`config.mk`:
```
export PLATFORM = sky130hd
export DESIGN_NAME = fetch_pc_unit
export DESIGN_NICKNAME = d
export VERILOG_FILES = /design/src/rtl/fetch_pc_unit.sv
export SDC_FILE = /design/constraint.sdc
export NUM_CORES = 1
export LEC_CHECK = 0
export CAP_MARGIN = 10
export CELL_PAD_IN_SITES_DETAIL_PLACEMENT = 1
export CELL_PAD_IN_SITES_GLOBAL_PLACEMENT = 1
export CORE_MARGIN = 4
export CORE_UTILIZATION = 31
export DETAILED_ROUTE_END_ITERATION = 12
export GPL_TIMING_DRIVEN = 0
export PLACE_DENSITY_LB_ADDON = 0.1
export SYNTH_ARGS = -nofsm -noshare
export SYNTH_HDL_FRONTEND = slang
export SYNTH_SLANG_ARGS = --single-unit
```
`constraint.sdc`:
```
create_clock -name clk -period 4.92 [get_ports clk]
set_input_delay 0.984 -clock clk [delete_from_list [all_inputs] [get_ports clk]]
set_output_delay 0.984 -clock clk [all_outputs]
set_load 0.01 [all_outputs]
```
`src/rtl/fetch_pc_unit.sv`:
```
// Fetch-address generator: fixed-priority next-PC selection with a memory handshake.
// Define FETCH_PC_RAS_EN to build in the return-address stack used for call/return prediction.
module fetch_pc_unit #(
    parameter int                    WORD_WIDTH  = 32,
    parameter logic [WORD_WIDTH-1:0] RESET_ADDR  = 32'h0000_0000,
    parameter logic [WORD_WIDTH-1:0] TRAP_VECTOR = 32'h0000_0100,
    parameter int                    INST_BYTES  = 4,
    parameter int                    RAS_DEPTH   = 4
) (
    input  logic                  clk,
    input  logic                  reset,
    input  logic                  halt,
    input  logic                  trap,
    input  logic                  redirect,
    input  logic [WORD_WIDTH-1:0] redirect_addr,
    input  logic                  stall,
    input  logic                  fetch_ready,
    input  logic                  pred_taken,
    input  logic [WORD_WIDTH-1:0] pred_addr,
    input  logic                  pred_call,
    input  logic                  pred_ret,
    output logic [WORD_WIDTH-1:0] pc_q,
    output logic                  pc_valid,
    output logic                  ras_empty
);

    localparam logic [WORD_WIDTH-1:0] STEP       = WORD_WIDTH'(INST_BYTES);
    localparam logic [WORD_WIDTH-1:0] ALIGN_MASK = ~(WORD_WIDTH'(INST_BYTES - 1));

    logic                  adv;
    logic                  do_pop;
    logic [WORD_WIDTH-1:0] ras_top;
    logic [WORD_WIDTH-1:0] seq_addr;

    assign adv      = pc_valid & fetch_ready & ~stall;
    assign seq_addr = pc_q + STEP;

`ifdef FETCH_PC_RAS_EN
    localparam int PTR_W = $clog2(RAS_DEPTH);
    localparam int CNT_W = $clog2(RAS_DEPTH + 1);
    localparam logic [CNT_W-1:0] CNT_FULL = CNT_W'(RAS_DEPTH);

    logic [WORD_WIDTH-1:0] ras_mem [RAS_DEPTH];
    logic [PTR_W-1:0]      ras_ptr;
    logic [CNT_W-1:0]      ras_cnt;
    logic                  do_push;
    logic                  ras_frozen;

    assign ras_empty  = (ras_cnt == '0);
    assign do_pop     = adv & pred_ret & ~ras_empty;
    assign do_push    = adv & pred_taken & pred_call;
    assign ras_top    = ras_mem[ras_ptr];
    assign ras_frozen = reset | halt | trap | redirect;

    // ras_ptr indexes the top entry; wrapping lets a push when full overwrite the oldest slot.
    always_ff @(posedge clk) begin
        if (reset || halt || trap) begin
            ras_cnt <= '0;
            ras_ptr <= '0;
        end else if (!redirect) begin
            if (do_pop && !do_push) begin
                ras_ptr <= ras_ptr - 1'b1;
                ras_cnt <= ras_cnt - 1'b1;
            end else if (do_push && !do_pop) begin
                ras_ptr <= ras_ptr + 1'b1;
                if (ras_cnt != CNT_FULL)
                    ras_cnt <= ras_cnt + 1'b1;
            end
        end
    end

    // A combined pop+push rewrites the current top in place.
    always_ff @(posedge clk) begin
        if (!ras_frozen && do_push)
            ras_mem[do_pop ? ras_ptr : ras_ptr + 1'b1] <= seq_addr;
    end
`else
    logic unused_ras_inputs;

    assign unused_ras_inputs = pred_ret ^ pred_call;
    assign ras_empty         = 1'b1;
    assign do_pop            = 1'b0;
    assign ras_top           = '0;
`endif

    always_ff @(posedge clk) begin
        if (reset || halt) begin
            pc_q     <= RESET_ADDR & ALIGN_MASK;
            pc_valid <= 1'b0;
        end else if (trap) begin
            pc_q     <= TRAP_VECTOR & ALIGN_MASK;
            pc_valid <= 1'b1;
        end else if (redirect) begin
            pc_q     <= redirect_addr & ALIGN_MASK;
            pc_valid <= 1'b1;
        end else begin
            pc_valid <= 1'b1;
            if (do_pop)
                pc_q <= ras_top & ALIGN_MASK;
            else if (adv && pred_taken)
                pc_q <= pred_addr & ALIGN_MASK;
            else if (adv)
                pc_q <= seq_addr & ALIGN_MASK;
        end
    end

endmodule
```
==> results_dict.tcl, run 1 <==
set metrics [dict create \
    hold_start "pc_q[6]" \
    holdWs_ns 0.560 \
    ff2ff_setup_slack_ns 2.59 \
    synth-edff-count 0 \
    antenna_left 0 \
    yosysWarnings 0 \
    tightest_slew_ns 0.916 \
    min_delay_path_depth 2 \
    diodes 0 \
    gp_congestion 0.849 \
    required_ns 5.14 \
    stdcell_count 527 \
    grtUsageTotal_pct 24.9 \
    antenna_found_initial 0 \
    synth_cells 324 \
    grt_max_degree 11 \
    cap_violations 0 \
    num_rows 31 \
    layout_min_cycle_time_ns 3.12 \
    min_path_type "reg -> reg" \
    yosysTopAreaCell "dfxtp_1" \
    ys_ff_latch 31 \
    cp_max_fo 10 \
    drc 0 \
    synthMuxAreaShare_pct 2.98 \
    power_density_nw_per_um2 176 \
    dr_total_vias 3065 \
    avgViaCountPerCell 5.82 \
    area_growth_pct 49.1 \
    dp_cells 520 \
    rsz0062_at_grt "false" \
    fmax_mhz 320 \
    hold_violations 0 \
    die_y_microns 95.9 \
    fin_tns_setup_ns 0 \
    endpoint_kind "flip-flop" \
    cts_tree "built" \
    r2r_start "pc_q[2]" \
    clkLatencyLatePin_ns 0.29 \
    initial_core_util_pct 32.5 \
    yosysSeqAreaShare_pct 25.9 \
    ys_types 62 \
    holdBufCountCts 0 \
    dieArea_sq_um 9190 \
    die_width_microns 95.9 \
    ctsResizeCount 0 \
    skew_ns 0.0114 \
    synth_top_area_share_pct 25.9 \
    first_pass_iters 4 \
    wire_per_inst_microns 21.3 \
    synth-compound-area-share_pct 29.4 \
    hpwl_microns 8110 \
    ff2ff_path_depth 7 \
    cts.sinks 31 \
    numCtsBuffers 5 \
    fin_crit_sh_pct 63.4 \
    root_buffer "clkbuf_8" \
    slew_violations 0 \
    synth_top_family_by_area "simple AND/OR/NAND/NOR gates" \
    io_pins 108 \
    synth_xor_area_share_pct 2.56 \
    power_uw 627 \
    drive_above_1_share_pct 5.84 \
    cts_buffer_depth 2 \
    clk_pin_slew_worst_paths_ns 0.07 \
    yosys-top-cells-area "dfxtp_1, nand2_1, a21oi_1" \
    grt_overflow 0 \
    peakVddDrop_v 0.0000920 \
    htreeDepth 2 \
    place.port_buffers 96 \
    drtIter0Drc 172 \
    hold_path_end "pc_q[6]" \
    crit_type "in -> reg" \
    maxSlewHeadroom_pct 37.2 \
    netlist_area_sq_um 2390 \
    yosys_most_used_dff "dfxtp_1" \
    critPathArrivalTime_ns 3.34 \
    synth_fa_ha_area_share_pct 0.522 \
    core_area_sq_um 7370 \
    start_kind "primary input" \
    synthArstFlopShare_pct 0 \
    status "finished clean" \
    grt_pass1_vias 3247 \
    p_leak_nw 1.18 \
    yosys.area_share.simple_pct 31.0 \
    setup_viol 0 \
    worst_r2r_endpoint "pc_q[18]" \
    synth_area_per_cell_sq_um 7.39 \
    postCtsSetupBuffers 0 \
    totalWireLength_microns 11200 \
    fin_nets 503 \
    grt_pass1_wl_microns 17400 \
]
-- cells in the mapped netlist, types with 6 or more instances --
cell type,number
dfxtp_1,31
nor2_1,18
nand3_1,20
nand2_1,42
or3_1,13
and3_1,6
clkbuf_1,17
a31oi_1,7
o211ai_1,9
nand4_1,6
o21ai_0,25
a21oi_1,26
mux2i_1,6
nor3_1,9
-- cell type report --
cell class | count | area (sq um)
buffer | 28 | 159
clock buffer | 6 | 82.6
clock inverter | 1 | 5.00
fill | 924 | 3800
inverter | 4 | 15.0
multi-input combinational | 262 | 1600
sequential | 31 | 621
tap | 99 | 124
timing repair buffer | 96 | 961
-- per-stage QoR --
stage,setup slack [ns],util (%),instance area (sq um)
after detailed placement,1.54,47.3,3480
after CTS,1.82,48.5,3570
final,1.80,48.5,3570
after global placement,1.57,47.3,3480
after global routing,1.62,48.5,3570
after floorplan,2.68,-,2400
-- cells in the final DEF (no fill, tap or decap), types with 3 or more instances in the layout --
master,instances
clkdlybuf4s50_1,96
nand2_1,42
dfxtp_1,31
a21oi_1,26
o21ai_0,25
nand3_1,20
nor2_1,18
clkbuf_1,17
or3_1,13
nor3_1,9
o211ai_1,9
a31oi_1,7
nand4_1,6
mux2i_1,6
and3_1,6
clkbuf_8,6
buf_6,5
and4_1,5
inv_1,4
buf_4,4
a221oi_1,4
a211oi_1,4
xor2_1,4
a32o_1,4
o22ai_1,3
xnor2_1,3
nor4_1,3
conb_1,3
-- worst max-delay path: stages --
cell and delay (ns):
clkdlybuf4s50_1 0.47, nand3b_1 0.39, clkbuf_1 0.43, clkbuf_1 0.51, nand2_1 0.11, a21oi_1 0.13
o311ai_0 0.14, a21oi_1 0.18
-- worst max path at each step --
stage / startpoint / to / slack (ns) / depth (start not counted)
4_1_cts: stall / pc_q[14] / 1.82 / 8
3_3_place_gp: stall / pc_q[14] / 1.57 / 8
6_report: stall / pc_q[14] / 1.80 / 8
3_5_place_dp: stall / pc_q[14] / 1.54 / 8
2_1_floorplan: stall / pc_q[14] / 2.68 / 7
5_1_grt: stall / pc_q[14] / 1.62 / 8
-- report_power, final --
| part | internal, mW | switching [mW] | total [mW] | leakage (nW) |
|---|---|---|---|---|
| clock | 0.110 | 0.109 | 0.219 | 0.0470 |
| sequential | 0.256 | 0.00925 | 0.266 | 0.251 |
| combinational | 0.0771 | 0.0647 | 0.142 | 0.881 |
| total | 0.443 | 0.183 | 0.627 | 1.18 |
-- registers in the layout, summed over array words and instances, names as in the netlist --
| name | count |
|---|---|
| pc_q | 30 |
| pc_valid | 1 |
-- cell families (layout without fill, tap and decap cells) --
kind of cell,after synthesis,in the layout
and+or+nand+nor,138,138
adders and majority gates,1,1
other,2,3
xor gates and xnor gates,7,7
buffers and inverters,32,135
DFF,31,31
AOI/OAI and AO/OA,106,106
muxes,7,7
-- layer usage --
metal / GRT usage (%) / wire length (microns) / vias to the layer above
li1: - / - / 1433
met1: 32.5 / 4820 / 1523
met2: 41.9 / 5430 / 103
met3: 4.38 / 877 / 6
met4: 6.99 / 78 / 0
met5: 0 / 0 / -
Note: power is estimated with default switching activity, not from simulation.
==> inputs of run 2 (changes only) <==
--- a/config.mk
+++ b/config.mk
@@ -9,7 +9,7 @@
 export CELL_PAD_IN_SITES_DETAIL_PLACEMENT = 1
 export CELL_PAD_IN_SITES_GLOBAL_PLACEMENT = 1
 export CORE_MARGIN = 4
-export CORE_UTILIZATION = 31
+export CORE_UTILIZATION = 29
 export DETAILED_ROUTE_END_ITERATION = 12
 export GPL_TIMING_DRIVEN = 0
 export PLACE_DENSITY_LB_ADDON = 0.1
==> constraint.sdc (replaced) <==
create_clock -name clk -period 3 [get_ports clk]
set_input_delay 0.6 -clock clk [delete_from_list [all_inputs] [get_ports clk]]
set_output_delay 0.6 -clock clk [all_outputs]
set_load 0.01 [all_outputs]
==> results_dict.tcl, run 2 (same netlist as run 1, synthesis figures left out) <==
set metrics [dict create \
    power_uw 993 \
    area_growth_pct 48.6 \
    cts.sinks 31 \
    drive_above_1_share_pct 5.39 \
    ff2ff_setup_slack_ns 0.75 \
    cp_slowest_cell "mux2i_1" \
    required_ns 3.18 \
    fmax_mhz 375 \
    status "finished clean" \
    num-fill-cells 978 \
    layout_min_cycle_time_ns 2.67 \
    cts_buffer_depth 2 \
    maxSlewHeadroom_pct 27.9 \
    peakVddDrop_v 0.000125 \
    totalWireLength_microns 10900 \
    wl_met3_microns 640 \
    cts_tree "built" \
    initial_core_util_pct 30.4 \
    skew_ns 0.00367 \
    start_kind "primary input" \
    critPathArrivalTime_ns 2.85 \
    final_core_util_pct 45.1 \
    dr.max_layer_used "met4" \
    drc 0 \
    critical_path.top_delay_family "multiplexers" \
    power_density_nw_per_um2 279 \
    wl_met2_microns 5210 \
    postCtsSetupBuffers 0 \
    root_buffer "clkbuf_8" \
    grt_pass1_vias 3107 \
    grtUsageTotal_pct 21.8 \
    timing.critical_path.buf_inv 1 \
    endpoint_kind "flip-flop" \
    dr_total_vias 3035 \
    multiInputGateArea_sq_um 1600 \
    stdcell_count 529 \
    cp_max_fo 9 \
    layout_common_cells "clkdlybuf4s50_1, nand2_1, dfxtp_1" \
    dieArea_sq_um 9780 \
    drtIter0Drc 188 \
    hpwl_microns 8050 \
    min_path_type "reg -> reg" \
    seq_area_sq_um 621 \
    gp_congestion 0.838 \
    setup_ws_ns 0.333 \
    p_leak_nw 1.17 \
    first_pass_iters 4 \
    wirelength_met1_microns 4950 \
    grt_pass1_wl_microns 16800 \
    cap_violations 0 \
    fin_tns_setup_ns 0 \
    ctsResizeCount 0 \
    largestRegisters "pc_q: 30 flops, pc_valid: 1 flops" \
    layout_commonest_cell "clkdlybuf4s50_1" \
    cp_cell_sequence "clkdlybuf4s50_1, nand3b_1, mux2i_1, nand3_1, nor3_1, and4b_1" \
    wire_per_inst_microns 20.6 \
    dp_slack_ns 0.0732 \
    antenna_found_initial 0 \
    clk_pin_slew_worst_paths_ns 0.07 \
    core_area_sq_um 7890 \
    avgViaCountPerCell 5.74 \
    setup_viol 0 \
    crit_type "in -> reg" \
    largest_register_ffs 30 \
    die_y_microns 98.9 \
    place.port_buffers 96 \
    holdBufCountCts 0 \
    antenna_left 0 \
    fin_crit_sh_pct 88.9 \
    hold_violations 0 \
    die_width_microns 98.9 \
    clkLatencyLatePin_ns 0.29 \
    regMostFlops "pc_q" \
    tightest_slew_ns 1.05 \
    rsz0062_at_grt "false" \
    numCtsBuffers 5 \
    diodes 0 \
    io_pins 108 \
    grt_max_degree 11 \
    htreeDepth 2 \
    grt_overflow 0 \
    slew_violations 0 \
    dp_cells 523 \
    max_stage_delay_ns 0.91 \
    fin_nets 503 \
    num_rows 32 \
]
-- run 2: changes by cell type in the layout (fill, tap and decap cells not counted), sizes merged --
cell / before / now
clkinv: 1 / 0
-- run 2: path summary, 6_finish.rpt --
| path | end | depth (start not counted) | startpoint |
|---|---|---|---|
| setup reg to reg | pc_q[21] | 5 | pc_q[4] |
| hold reg to reg | pc_q[6] | 2 | pc_q[6] |
| setup / recovery | pc_q[23] | 6 | stall |
| hold / removal | pc_q[6] | 2 | pc_q[6] |
-- run 2: stage by stage --
step / hold slack, ns / cell area (sq um)
5_1_grt: 0.618 / 3560
3_5_place_dp: 0.554 / 3490
3_3_place_gp: 0.554 / 3490
6_report: 0.567 / 3560
2_1_floorplan: 0.547 / 2400
4_1_cts: 0.569 / 3560
-- run 2: power by group --
part,internal (mW),switching [mW]
Sequential,0.420,0.0145
Combinational,0.127,0.105
Clock,0.155,0.172
Total,0.702,0.291
-- run 2: tightest hold or removal path, cell delays in order (launching register included) --
cell,delay [ns]
dfxtp_1,0.35
o21ai_0,0.08
a31oi_1,0.09
-- run 2: layout make-up --
cell class / instances / area share, %
buffer: 28 / 4.46
clock buffer: 6 / 2.04
inverter: 4 / 0.422
multi-input combinational: 262 / 45.1
sequential: 31 / 17.4
tap: 102 / 3.59
timing repair buffer: 96 / 27.0
-- run 2: layer usage --
layer / vias to the layer above / global-route usage (%)
met2: 116 / 35.4
met1: 1478 / 29.3
met4: 0 / 6.20
met3: 11 / 4.03
li1: 1430 / -
met5: - / 0
